**config.mk**
```make
export PLATFORM = sky130hd
export DESIGN_NAME = axis_position_tracker_cal_ctrl
export DESIGN_NICKNAME = d
export VERILOG_FILES = /design/src/rtl/axis_position_tracker_cal_ctrl.sv
export SDC_FILE = /design/constraint.sdc
export NUM_CORES = 1
export LEC_CHECK = 0
export ABC_AREA = 1
export CORE_UTILIZATION = 42
export DETAILED_ROUTE_END_ITERATION = 10
export PLACE_DENSITY = 0.66
export SLEW_MARGIN = 20
export SYNTH_ARGS = -nofsm -noshare
export SYNTH_HDL_FRONTEND = slang
export SYNTH_SLANG_ARGS = --single-unit
```
**constraint.sdc**
```tcl
create_clock -name aclk -period 10.15 [get_ports aclk]
set_input_delay 2.03 -clock aclk [delete_from_list [all_inputs] [get_ports aclk]]
set_output_delay 2.03 -clock aclk [all_outputs]
set_load 0.005 [all_outputs]
```
**src/rtl/axis_position_tracker_cal_ctrl.sv**
```systemverilog
// Calibration sequencer for the fringe position tracker: finds the min/max of an ADC window,
// derives centred hysteresis thresholds and releases the tracker. Option: POSITION_TRACKER_AUTO_RECAL_EN.
module axis_position_tracker_cal_ctrl #(
  parameter int unsigned AXIS_TDATA_WIDTH = 32,
  parameter int unsigned LOG2_CAL_LEN     = 10,
  parameter int unsigned HYST_SHIFT       = 2
) (
  input  logic                        aclk,
  input  logic                        areset,
  input  logic                        start,
  input  logic [AXIS_TDATA_WIDTH-1:0] min_span,
`ifdef POSITION_TRACKER_AUTO_RECAL_EN
  input  logic [31:0]                 recal_period,
`endif
  input  logic                        S_AXIS_tvalid,
  input  logic [AXIS_TDATA_WIDTH-1:0] S_AXIS_tdata,
  output logic [AXIS_TDATA_WIDTH-1:0] lower_threshold,
  output logic [AXIS_TDATA_WIDTH-1:0] upper_threshold,
  output logic                        tracker_aresetn,
  output logic                        busy,
  output logic                        done,
  output logic                        cal_error,
  output logic [AXIS_TDATA_WIDTH-1:0] cal_min,
  output logic [AXIS_TDATA_WIDTH-1:0] cal_max
);

  localparam int unsigned W = AXIS_TDATA_WIDTH;

  typedef enum logic [2:0] {S_IDLE, S_CAL, S_COMPUTE, S_APPLY, S_RUN} state_t;

  state_t                 r_state;
  state_t                 w_next;
  logic [LOG2_CAL_LEN-1:0] r_count;
  logic                   r_first;
  logic signed [W-1:0]    r_min;
  logic signed [W-1:0]    r_max;
  logic [W-1:0]           r_lower;
  logic [W-1:0]           r_upper;
  logic [W-1:0]           r_cal_min;
  logic [W-1:0]           r_cal_max;
  logic                   r_busy;
  logic                   r_done;
  logic                   r_aresetn;
  logic                   r_cal_error;

  logic                   w_restart;
  logic                   w_sample;
  logic                   w_compute;
  logic                   w_busy_nxt;
  logic                   w_done_nxt;
  logic                   w_aresetn_nxt;
  logic                   w_recal_hit;
  logic signed [W-1:0]    w_sdata;
  logic signed [W:0]      w_min_x;
  logic signed [W:0]      w_max_x;
  logic signed [W:0]      w_span;
  logic signed [W:0]      w_sum;
  logic signed [W:0]      w_mid;
  logic signed [W:0]      w_hyst;
  logic                   w_span_ok;

  // One extra bit of headroom keeps span and midpoint exact for any pair of samples
  assign w_sdata   = $signed(S_AXIS_tdata);
  assign w_min_x   = {r_min[W-1], r_min};
  assign w_max_x   = {r_max[W-1], r_max};
  assign w_span    = w_max_x - w_min_x;
  assign w_sum     = w_max_x + w_min_x;
  assign w_mid     = w_sum >>> 1;
  assign w_hyst    = w_span >>> HYST_SHIFT;
  assign w_span_ok = !($unsigned(w_span) < {1'b0, min_span});

`ifdef POSITION_TRACKER_AUTO_RECAL_EN
  logic [31:0] r_recal_cnt;

  assign w_recal_hit = (recal_period != 32'd0) && (r_recal_cnt == recal_period - 32'd1);

  // Counts cycles spent in RUN; zero whenever the tracker is not running
  always_ff @(posedge aclk or posedge areset) begin
    if (areset) begin
      r_recal_cnt <= 32'd0;
    end else if (r_state == S_RUN && w_next == S_RUN) begin
      r_recal_cnt <= r_recal_cnt + 32'd1;
    end else begin
      r_recal_cnt <= 32'd0;
    end
  end
`else
  assign w_recal_hit = 1'b0;
`endif

  always_ff @(posedge aclk or posedge areset) begin
    if (areset) r_state <= S_IDLE;
    else        r_state <= w_next;
  end

  always_comb begin
    w_next = r_state;
    unique case (r_state)
      S_IDLE:    if (start) w_next = S_CAL;
      S_CAL:     if (S_AXIS_tvalid && r_count == '1) w_next = S_COMPUTE;
      S_COMPUTE: w_next = w_span_ok ? S_APPLY : S_IDLE;
      S_APPLY:   w_next = S_RUN;
      S_RUN:     if (start || w_recal_hit) w_next = S_CAL;
      default:   w_next = S_IDLE;
    endcase
  end

  always_comb begin
    w_restart     = 1'b0;
    w_sample      = 1'b0;
    w_compute     = 1'b0;
    w_busy_nxt    = 1'b0;
    w_done_nxt    = 1'b0;
    w_aresetn_nxt = 1'b0;
    w_restart     = (r_state == S_IDLE || r_state == S_RUN) && (w_next == S_CAL);
    w_sample      = (r_state == S_CAL) && S_AXIS_tvalid;
    w_compute     = (r_state == S_COMPUTE);
    w_busy_nxt    = (w_next == S_CAL) || (w_next == S_COMPUTE) || (w_next == S_APPLY);
    w_done_nxt    = (w_next == S_RUN) && (r_state != S_RUN);
    w_aresetn_nxt = (w_next == S_RUN);
  end

  // Thresholds load on leaving COMPUTE so they sit stable through APPLY before release
  always_ff @(posedge aclk or posedge areset) begin
    if (areset) begin
      r_count     <= '0;
      r_first     <= 1'b0;
      r_min       <= '0;
      r_max       <= '0;
      r_lower     <= '0;
      r_upper     <= '0;
      r_cal_min   <= '0;
      r_cal_max   <= '0;
      r_busy      <= 1'b0;
      r_done      <= 1'b0;
      r_aresetn   <= 1'b0;
      r_cal_error <= 1'b0;
    end else begin
      r_busy    <= w_busy_nxt;
      r_done    <= w_done_nxt;
      r_aresetn <= w_aresetn_nxt;
      if (w_restart) begin
        r_count     <= '0;
        r_first     <= 1'b1;
        r_cal_error <= 1'b0;
      end else if (w_sample) begin
        r_count <= r_count + 1'b1;
        r_first <= 1'b0;
        if (r_first || w_sdata < r_min) r_min <= w_sdata;
        if (r_first || w_sdata > r_max) r_max <= w_sdata;
      end
      if (w_compute) begin
        r_cal_min <= r_min;
        r_cal_max <= r_max;
        if (w_span_ok) begin
          r_lower <= W'(w_mid - w_hyst);
          r_upper <= W'(w_mid + w_hyst);
        end else begin
          r_cal_error <= 1'b1;
        end
      end
    end
  end

  assign lower_threshold = r_lower;
  assign upper_threshold = r_upper;
  assign tracker_aresetn = r_aresetn;
  assign busy            = r_busy;
  assign done            = r_done;
  assign cal_error       = r_cal_error;
  assign cal_min         = r_cal_min;
  assign cal_max         = r_cal_max;

endmodule

```
* Yosys cells after proc, flatten, opt, wreduce, memory -nomap -nowiden
Index checks and enable logic that the tools add are counted.
Storage, ports and cells: register bits after elaboration 210, latch bits 0, bits in writable memories 0, bits in read-only memories 0, input port bits 68, output and inout port bits 132, memories kept 0
Operators by class: add/subtract/negate cells 5, multiply operators 0, divide/modulo/power cells 0, order comparisons 3, eq/ne operators 10, shift-type cells 0, muxes and demuxes 11, bitwise logic cells 2, reduce and logical (&&, ||, !) cells 15
Operators with widths (count):
- $add 32x32->33 | 1
- $lt 33x32->1 | 1
- $sub 32x32->33 | 1
- $add 32x31->32 | 1
- $gt 32x32->1 | 1
- $lt 32x32->1 | 1
- $sub 32x31->32 | 1
- $mux 10 | 2
- $eq 3x2->1 const B | 4
- $pmux 3 s4 | 1
- $add 10x1->10 const B | 1
- $eq 10x10->1 const B | 1
- $eq 3x1->1 const B | 2
- $eq 3x3->1 const B | 2
- $mux 3 | 2
- $reduce_and 3->1 | 2
- $logic_or 1x1->1 | 5
- $mux 1 | 5
- $logic_and 1x1->1 | 4
- $logic_not 3->1 | 1
- $ne 3x3->1 const B | 1
- $mux 2 | 1
- $not 1->1 | 2
- $reduce_and 2->1 | 1
- other kinds (2) | 2

* Depth between registers and ports, before layout
Gate-level depths: netlist of run 1.
depth in word-level cells 9, gate-level depth with buffers 33, mapped depth without buffers 30

* Worst setup path before layout of run 1
Ideal clock, no wire load.
path type reg-to-reg, start point register r_min[0], end point register r_lower[31], in the netlist lower_threshold[31], library setup time 0.117 ns, arrival 3.666 ns, data required time 10.033 ns, setup slack 6.367 ns, cell stages (with the launch flop) 28, path through dfrtp_1 > ha_1 > fa_1 > nand2_1 > nand2_1 > o21ai_0 > o21ai_0 > nand2_1 > nand2_1 > a21oi_1 > inv_1 > a21oi_1 > xor2_1 > ha_1 > clkbuf_1 > nor2_1 > inv_1 > nor3_1 > inv_1 > or2_2 > o211ai_1 > nor2_1 > nand2_1 > inv_1 > nand2_1 > nand2_1 > nand3_1 > nand2_1
On the way: word-level cells in the longest chain between the ends 4, elaborated cells between the ends (all ways) 6
Ends and longest elaborated chain:
- from (decl) | RTL line 35 | logic signed [W-1:0] r_min;
- from (signal assigned) | RTL line 149 | if (r_first || w_sdata < r_min) r_min <= w_sdata;
- $sub 32x32->33 | RTL line 66 | assign w_span = w_max_x - w_min_x;
- $lt 33x32->1 | RTL line 70 | assign w_span_ok = !($unsigned(w_span) < {1'b0, min_span});
- $not 1->1 (no line)
- $reduce_and 2->1 (no line)
- to (signal assigned) | RTL line 156 | r_lower <= W'(w_mid - w_hyst);
- to (decl) | RTL line 37 | logic [W-1:0] r_lower;
Parallel ways exist; a longest one is shown, timed or not. A chain may end at the register's enable or synchronous reset.

* Final worst setup path of run 1
start point input S_AXIS_tdata[31], end point register r_max[0]
On the way: word-level cells in the longest chain between the ends 3
Ends and longest elaborated chain:
- from (decl) | RTL line 16 | input logic [AXIS_TDATA_WIDTH-1:0] S_AXIS_tdata,
- $gt 32x32->1 | RTL line 150 | if (r_first || w_sdata > r_max) r_max <= w_sdata;
- $logic_or 1x1->1 | RTL line 150
- $reduce_and 3->1 (no line)
- to (signal assigned) | RTL line 150
- to (decl) | RTL line 36 | logic signed [W-1:0] r_max;
No other way between the ends.

==> impl_metrics.ini, run 1 <==
[run_status]
status = complete, no violations

[yosys]
async_flop_share_pct = 100
yosys.area.top_type = dfrtp_1
yosysSeqAreaShare_pct = 28.9
yosysMostFrequentCell = nand2_1
ys_top_cells_by_count = nand2_1 (672), inv_1 (355), ha_1 (221)
ys_types = 52
ys_seq_elements = 209
netlist_instances = 2587
synth_edf_count = 0
ys_warn_count = 0
synthesis.nets = 2880
syn_area_per_cell_sq_um = 7.01
synth_ff_type = dfrtp_1
netlist_area_sq_mm = 0.0181
yosysTopAreaCellShare_pct = 28.9
synth_area_leaders = dfrtp_1 (29%), ha_1 (15%), nand2_1 (14%)

[setup_path]
path_max_fanout = 33
worst_ep_arrival_time_ps = 5640
path_cells = clkdlybuf4s50_1, ha_1, nand2_1, nor2_1, nand4_1, nor3_1, nand2_1, nand2_1, nand2_1, nand2_1, nand2_1, nand2_1, buf_4, nand2_1, nand2_1, nand2_1
crit_type = input port to flop
critical_path_buf_inv_count = 2
worst_setup_path_end_kind = flop
worstPathRequired_ps = 10590
slowest_stage = nand2_1
cpLargestDelayFamily = simple AND/OR/NAND/NOR gates
slowest_delay_ps = 700
critPathLaunchType = input port
crit_top_cell = nand2_1

[placement]
place.gp.congestion = 0.920
dp_hpwl_mm = 47.5
port_buffers = 199

[finish]
regArea_sq_mm = 0.00523
syn2layout_area_growth_pct = 16.7
fin_nets = 3008
drive_gt1_share_pct = 3.04
n_fill_cell = 4333
diodes = 0
multi_input_area_sq_mm = 0.0111

[clock_tree]
htree_levels = 1
cts_buffer_depth = 3
worstSkewPairLatency_ps = 550
cts_sinks = 209
cts_tree = built
ctsHoldBuffers = 0
post_cts_buffers = 0
clk_pin_slew_ps = 60
cts_made_buffers = 24
cts_root_buffer = clkbuf_16
cts_resized = 0

[global_route]
grt_usage_pct = 26.0
grt_overflow_total = 0
antenna_found_initial = 0
grt_pass1_wl_mm = 90.5
grt_max_degree = 102
grt_pass1_vias = 16800

[floorplanning]
rows = 75
die_area_sq_mm = 0.0440
pin_count = 200
fp.dieW_um = 210
start_util_pct = 42.9
core_area_sq_mm = 0.0422
die_y_um = 210

[sta]
tns_ps = 0
setup_viol = 0
skew_ps = 14.4
worst_pin_slew_ps = 1090
period_minus_slack_ps = 5210
slew_viol_final = 0
relSlewSlack_pct = 27.1
max_freq_mhz = 192
grt_setup_unrepaired = no
period_share_pct = 51.3
hold_viol_final = 0

[detailed_routing]
drc = 0
vias = 17100
firstDrtPassIters = 6
ant_nets = 0
wirelength_mm = 57.6
wl_per_cell_um = 17.6
vias_per_cell = 5.23
dr.first_iter.drc_count = 1123

[min_path]
hp-class = flop to flop

[flow_run]
maxCapViolCount = 0
## worst paths after layout
check | from | to | slack (ps) | depth (start not counted)
setup / recovery | S_AXIS_tdata[31] | r_max[0] | 4940 | 16
hold / removal | upper_threshold[15] | upper_threshold[15] | 470 | 2
setup reg to reg | r_min[2] | lower_threshold[22] | 5090 | 20
hold reg to reg | upper_threshold[15] | upper_threshold[15] | 470 | 2
max in group asynchronous | areset | cal_min[31] | 6180 | 4
min in group asynchronous | areset | upper_threshold[1] | 2020 | 2
## state kept, by name (all words and copies together) (netlist names)
| name | count |
|---|---|
| cal_max | 32 |
| cal_min | 32 |
| r_max | 32 |
| r_min | 32 |
| upper_threshold | 32 |
| lower_threshold | 31 |
| r_count | 10 |
| r_state | 3 |
| busy | 1 |
| cal_error | 1 |
| done | 1 |
| r_first | 1 |
| tracker_aresetn | 1 |
## cell families after synthesis
logic type,share of synthesized area (%)
xor+xnor,5.61
fa+ha+maj,15.7
compound gates,13.4
simple gates,26.2
flops,28.9
buf+inv,10.2
## placed cells by master, fill, tap and decap left out, types with 6 or more instances in the layout
| cell | n |
|---|---|
| nand2_1 | 672 |
| inv_1 | 353 |
| ha_1 | 221 |
| dfrtp_1 | 209 |
| clkdlybuf4s50_1 | 199 |
| nand3_1 | 192 |
| a21oi_1 | 179 |
| nor2_1 | 177 |
| o21ai_0 | 158 |
| xor2_1 | 105 |
| nor3_1 | 31 |
| clkbuf_16 | 24 |
| a21o_1 | 22 |
| o21bai_1 | 20 |
| nand4_1 | 16 |
| nand2_2 | 16 |
| xnor2_1 | 11 |
| nor4_1 | 10 |
| a31oi_1 | 8 |
| a21boi_0 | 8 |
| buf_4 | 8 |
| o211ai_1 | 6 |
| a21oi_2 | 6 |
| and3_1 | 6 |
| clkbuf_1 | 6 |
## per-stage QoR
| stage | setup WS (ps) | hold WS, ps | area, sq um | utilization (%) | std cells |
|---|---|---|---|---|---|
| after floorplan | 2410 | 465 | 18100 | - | 2587 |
| after global placement | 4440 | 455 | 20400 | 48.2 | 3228 |
| after detailed placement | 4370 | 459 | 20400 | 48.2 | 3228 |
| after CTS | 4960 | 473 | 21200 | 50.1 | 3270 |
| after global routing | 4710 | 484 | 21200 | 50.1 | 3270 |
| final | 4940 | 470 | 21200 | 50.1 | 3270 |
## per-layer routing
metal  share of wire, %  vias up  track usage, %
met3                3.4       75            2.36
li1                   -     8570               -
met5                  0        -               0
met1                 47     8055            35.2
met4                2.9        0            7.20
met2                 47      386            44.2
## area by class of cell
type	count	area share, %
multi-input combinational	1916	52.3
timing repair buffer	207	9.70
sequential	209	24.7
tap	539	3.19
inverter	357	6.38
clock inverter	9	0.597
clock buffer	33	3.14
## worst min-delay path, cell delays in order, from the launching register on
cell	delay [ps]
dfrtp_1	340
nand2_1	60
nand2_1	50
Power of run 1 is not shown: default switching activity piles up to over one toggle a cycle in this logic, so the estimate is an artifact.
==> run 2: changes to the inputs <==
==> constraint.sdc (replaced) <==
create_clock -name aclk -period 4.85 [get_ports aclk]
set_input_delay 0.97 -clock aclk [delete_from_list [all_inputs] [get_ports aclk]]
set_output_delay 0.97 -clock aclk [all_outputs]
set_load 0.005 [all_outputs]
==> impl_metrics.ini, run 2 (synthesis results as in run 1) <==
[floorplanning]
rows = 75
pin_count = 200
die_y_um = 210
fp.dieW_um = 210
start_util_pct = 42.9
core_area_sq_mm = 0.0422
die_area_sq_mm = 0.0440

[clock_tree]
cts_tree = built
clk_pin_slew_ps = 60
cts_sinks = 209
cts_buffer_depth = 3
worstSkewPairLatency_ps = 570
cts_made_buffers = 26
htree_levels = 1
cts_root_buffer = clkbuf_16

[placement]
dp_hpwl_mm = 47.1
port_buffers = 199
dpl_cell_area_sq_mm = 0.0208
place.gp.congestion = 1.02

[setup_path]
critPathLaunchType = flop
slowest_stage = o31ai_1
crit_type = flop to flop
path_cells = inv_1, ha_1, inv_1, a21oi_1, nand2_1, a21o_1, nand2_1, nand2_1, a21oi_1, o21ai_0, buf_4, a21oi_1, xor2_1, ha_1, nand2_1, nor2_1, nand2_1, o31ai_1, xor2_1, nand3_1, nand2_1
slowest_delay_ps = 500
crit_top_cell = nand2_1
worst_setup_path_end_kind = flop
path_max_fanout = 7
worst_ep_arrival_time_ps = 5060
r2r_setup_slack_ps = 290
worstPathRequired_ps = 5350

[global_route]
grt_max_degree = 110
grt_pass1_vias = 17300
grt_overflow_total = 0
grt_pass1_wl_mm = 91.5
antenna_found_initial = 0
grt_usage_pct = 26.2

[detailed_routing]
dr.first_iter.drc_count = 1323
wirelength_mm = 57.6
wl_per_cell_um = 17.3
dr_wl_met2_mm = 26.4
vias_per_cell = 5.24
top_layer_used = met4
wl_met3_mm = 2.53
ant_nets = 0
wl_met1_mm = 26.7
vias = 17400
firstDrtPassIters = 5
drc = 0

[sta]
tns_ps = 0
grt_setup_unrepaired = no
hold_viol_final = 0
worst_pin_slew_ps = 888
relSlewSlack_pct = 40.8
skew_ps = 20.2
hold_slack_ps = 468
slew_viol_final = 0
period_minus_slack_ps = 4560
period_share_pct = 94.0
max_freq_mhz = 219
setup_viol = 0

[finish]
fin_nets = 3063
diodes = 0
fin_area_sq_mm = 0.0217
syn2layout_area_growth_pct = 19.8
drive_gt1_share_pct = 5.31
n_fill_cell = 4231
utilization_pct = 51.4
layout_common_cells = nand2_1 (672), inv_1 (353), ha_1 (221)
final_common_cell = nand2_1

[min_path]
hp-class = flop to flop

[flow_run]
maxCapViolCount = 0

[run_status]
status = complete, no violations
run 2: repair_timing:
item | in CTS | in global routing
hold buffers | 0 | 0
setup buffers | 0 | 0
gates resized for setup | 0 | 6
endpoints found under the setup margin | 0 | 9
run 2: final timing paths:
check,from,end,cells past startpoint
setup / recovery,r_min[2],upper_threshold[22],21
hold / removal,upper_threshold[18],upper_threshold[18],2
setup reg to reg,r_min[2],upper_threshold[22],21
hold reg to reg,upper_threshold[18],upper_threshold[18],2
max in group asynchronous,areset,cal_min[27],3
min in group asynchronous,areset,r_state[2],2
run 2: metrics by stage:
stage | std cells | worst slack [ps]
after detailed placement | 3281 | 183
final | 3328 | 291
after global routing | 3328 | 28.8
after global placement | 3281 | 136
after CTS | 3328 | 160
after floorplan | 2587 | 1070
run 2: area by class of cell:
class | instances | area, sq um | share of cell area (%)
Clock buffer | 34 | 741 | 3.41
Clock inverter | 13 | 156 | 0.720
Inverter | 357 | 1350 | 6.19
Multi-Input combinational cell | 1916 | 11100 | 51.0
Sequential cell | 209 | 5230 | 24.1
Tap cell | 539 | 674 | 3.11
Timing Repair Buffer | 260 | 2500 | 11.5
run 2: metal layers:
metal / vias to the layer above / track usage (%)
li1: 8702 / -
met1: 8106 / 35.8
met2: 508 / 43.5
met3: 109 / 2.33
met4: 0 / 8.76
met5: - / 0
run 2: critical path, delay by kind of cell (launching register included):
kind	cells	cell delay [ps]
XOR/XNOR	2	370
AND/OR/NAND/NOR	8	1090
AO/OA/AOI/OAI	6	1400
flip-flops	1	380
adder cells (fa/ha/maj)	2	890
buffers and inverters	3	350
Power of run 2 is left out for the same reason.
==> run 3: changes to the inputs <==
==> constraint.sdc (replaced) <==
create_clock -name aclk -period 4.85 [get_ports aclk]
set_input_delay 1.2125 -clock aclk [delete_from_list [all_inputs] [get_ports aclk]]
set_output_delay 1.2125 -clock aclk [all_outputs]
set_load 0.005 [all_outputs]
==> impl_metrics.ini, run 3 (synthesis results as in run 1) <==
[global_route]
grt_usage_pct = 26.7
grt_pass1_wl_mm = 93.4
grt_pass1_vias = 17500
grt_max_degree = 71
grt_overflow_total = 0
antenna_found_initial = 1

[setup_path]
path_max_fanout = 6
critPathLaunchType = flop
crit_path_end = upper_threshold[22]
ff2ff_path_depth = 22
r2r_start = r_max[0]
r2r_setup_slack_ps = 220
r2r-end = upper_threshold[22]
worst_setup_path_end_kind = flop
crit_type = flop to flop
worst_ep_arrival_time_ps = 5100
startpoint = r_max[0]
worstPathRequired_ps = 5320

[floorplanning]
start_util_pct = 42.9
fp.dieW_um = 210
die_area_sq_mm = 0.0440
die_y_um = 210
core_area_sq_mm = 0.0422
rows = 75
pin_count = 200

[clock_tree]
clk_pin_slew_ps = 60
cts_sinks = 209
cts_made_buffers = 25
cts_buffer_depth = 3
ctsHoldBuffers = 0
worstSkewPairLatency_ps = 550
cts_tree = built
htree_levels = 1
cts_root_buffer = clkbuf_16

[detailed_routing]
vias = 17500
wl_met1_mm = 27.4
dr.first_iter.drc_count = 1191
dr_wl_met2_mm = 27.3
wl_met3_mm = 2.12
ant_nets = 0
vias_per_cell = 5.23
drc = 0
wl_per_cell_um = 17.5
wirelength_mm = 58.6
firstDrtPassIters = 5
top_layer_used = met4

[sta]
finalWorstSetupSlack_ps = 219
slew_viol_final = 0
tns_ps = 0
skew_ps = 21.4
relSlewSlack_pct = 36.3
max_freq_mhz = 216
worst_pin_slew_ps = 955
setup_viol = 0
hold_viol_final = 0
period_share_pct = 95.5
period_minus_slack_ps = 4630
grt_setup_unrepaired = no

[placement]
dp_hpwl_mm = 48.1
place.gp.congestion = 0.980
dp_slack_ps = 92.4
port_buffers = 199
dpl_cell_area_sq_mm = 0.0209

[finish]
drive_gt1_share_pct = 6.31
fin_area_sq_mm = 0.0219
n_fill_cell = 4202
syn2layout_area_growth_pct = 20.8
multi_input_area_sq_mm = 0.0111
fin_nets = 3081
layout_common_cells = nand2_1 (672), inv_1 (352), ha_1 (217)
final_common_cell = nand2_1
regArea_sq_mm = 0.00523
diodes = 0

[min_path]
hold_path_depth = 2
hp-class = flop to flop
hold_start = lower_threshold[24]

[flow_run]
maxCapViolCount = 0

[run_status]
status = complete, no violations
-- run 3: cell count changes in the layout (fill, tap and decap cells not counted), sizes merged --
cell	delta
clkinv	-1
clkinvlp	-2
clkbuf	-2
buf	+19
bufinv	+2
inv	+1
-- run 3: how the worst min path moves through the flow --
stage                                      to  slack (ps)
after CTS                 lower_threshold[24]         470
final                     lower_threshold[24]         470
after detailed placement  lower_threshold[24]         460
after global placement    lower_threshold[10]         450
after global routing       upper_threshold[8]         490
after floorplan            upper_threshold[1]         460
-- run 3: area by class of cell --
class,instances,area share [%]
clock buffer,32,3.20
clock inverter,13,0.840
inverter,357,6.14
multi-input combinational,1916,50.8
sequential,209,23.9
tap,539,3.08
timing repair buffer,279,12.1
-- run 3: what timing repair did --
item / CTS / global route
setup buffers: 0 / 2
endpoints found under the setup margin: 0 / 67
gates resized for setup: 0 / 24
-- run 3: through the flow --
stage	cells	hold slack, ps	utilization, %
detailed placement	3298	457	49.6
global route	3345	488	51.9
finish	3345	466	51.9
global placement	3298	454	49.6
CTS	3343	472	51.7
floorplan	2587	465	-
-- run 3: metal layers --
layer	vias up	track usage, %
li1	8728	-
met2	443	45.3
met5	-	0
met3	89	2.14
met1	8243	36.1
met4	0	8.46
-- run 3: critical path: stages (launching register included) --
cell and delay (ps):
dfrtp_1 430, inv_1 80, ha_1 210, fa_1 430
o21ai_2 230, nand2_1 90, nand2_2 120, nand2_2 80
nand2_4 130, a21boi_0 170, o21bai_1 290, xor2_1 330
ha_1 360, buf_4 180, nand2_1 60, nor2_1 250
inv_1 90, o21ai_1 330, nor2_1 100, o31ai_1 180
xor2_1 190, nand3_1 100, nand2_1 110
Power of run 3 is left out for the same reason.
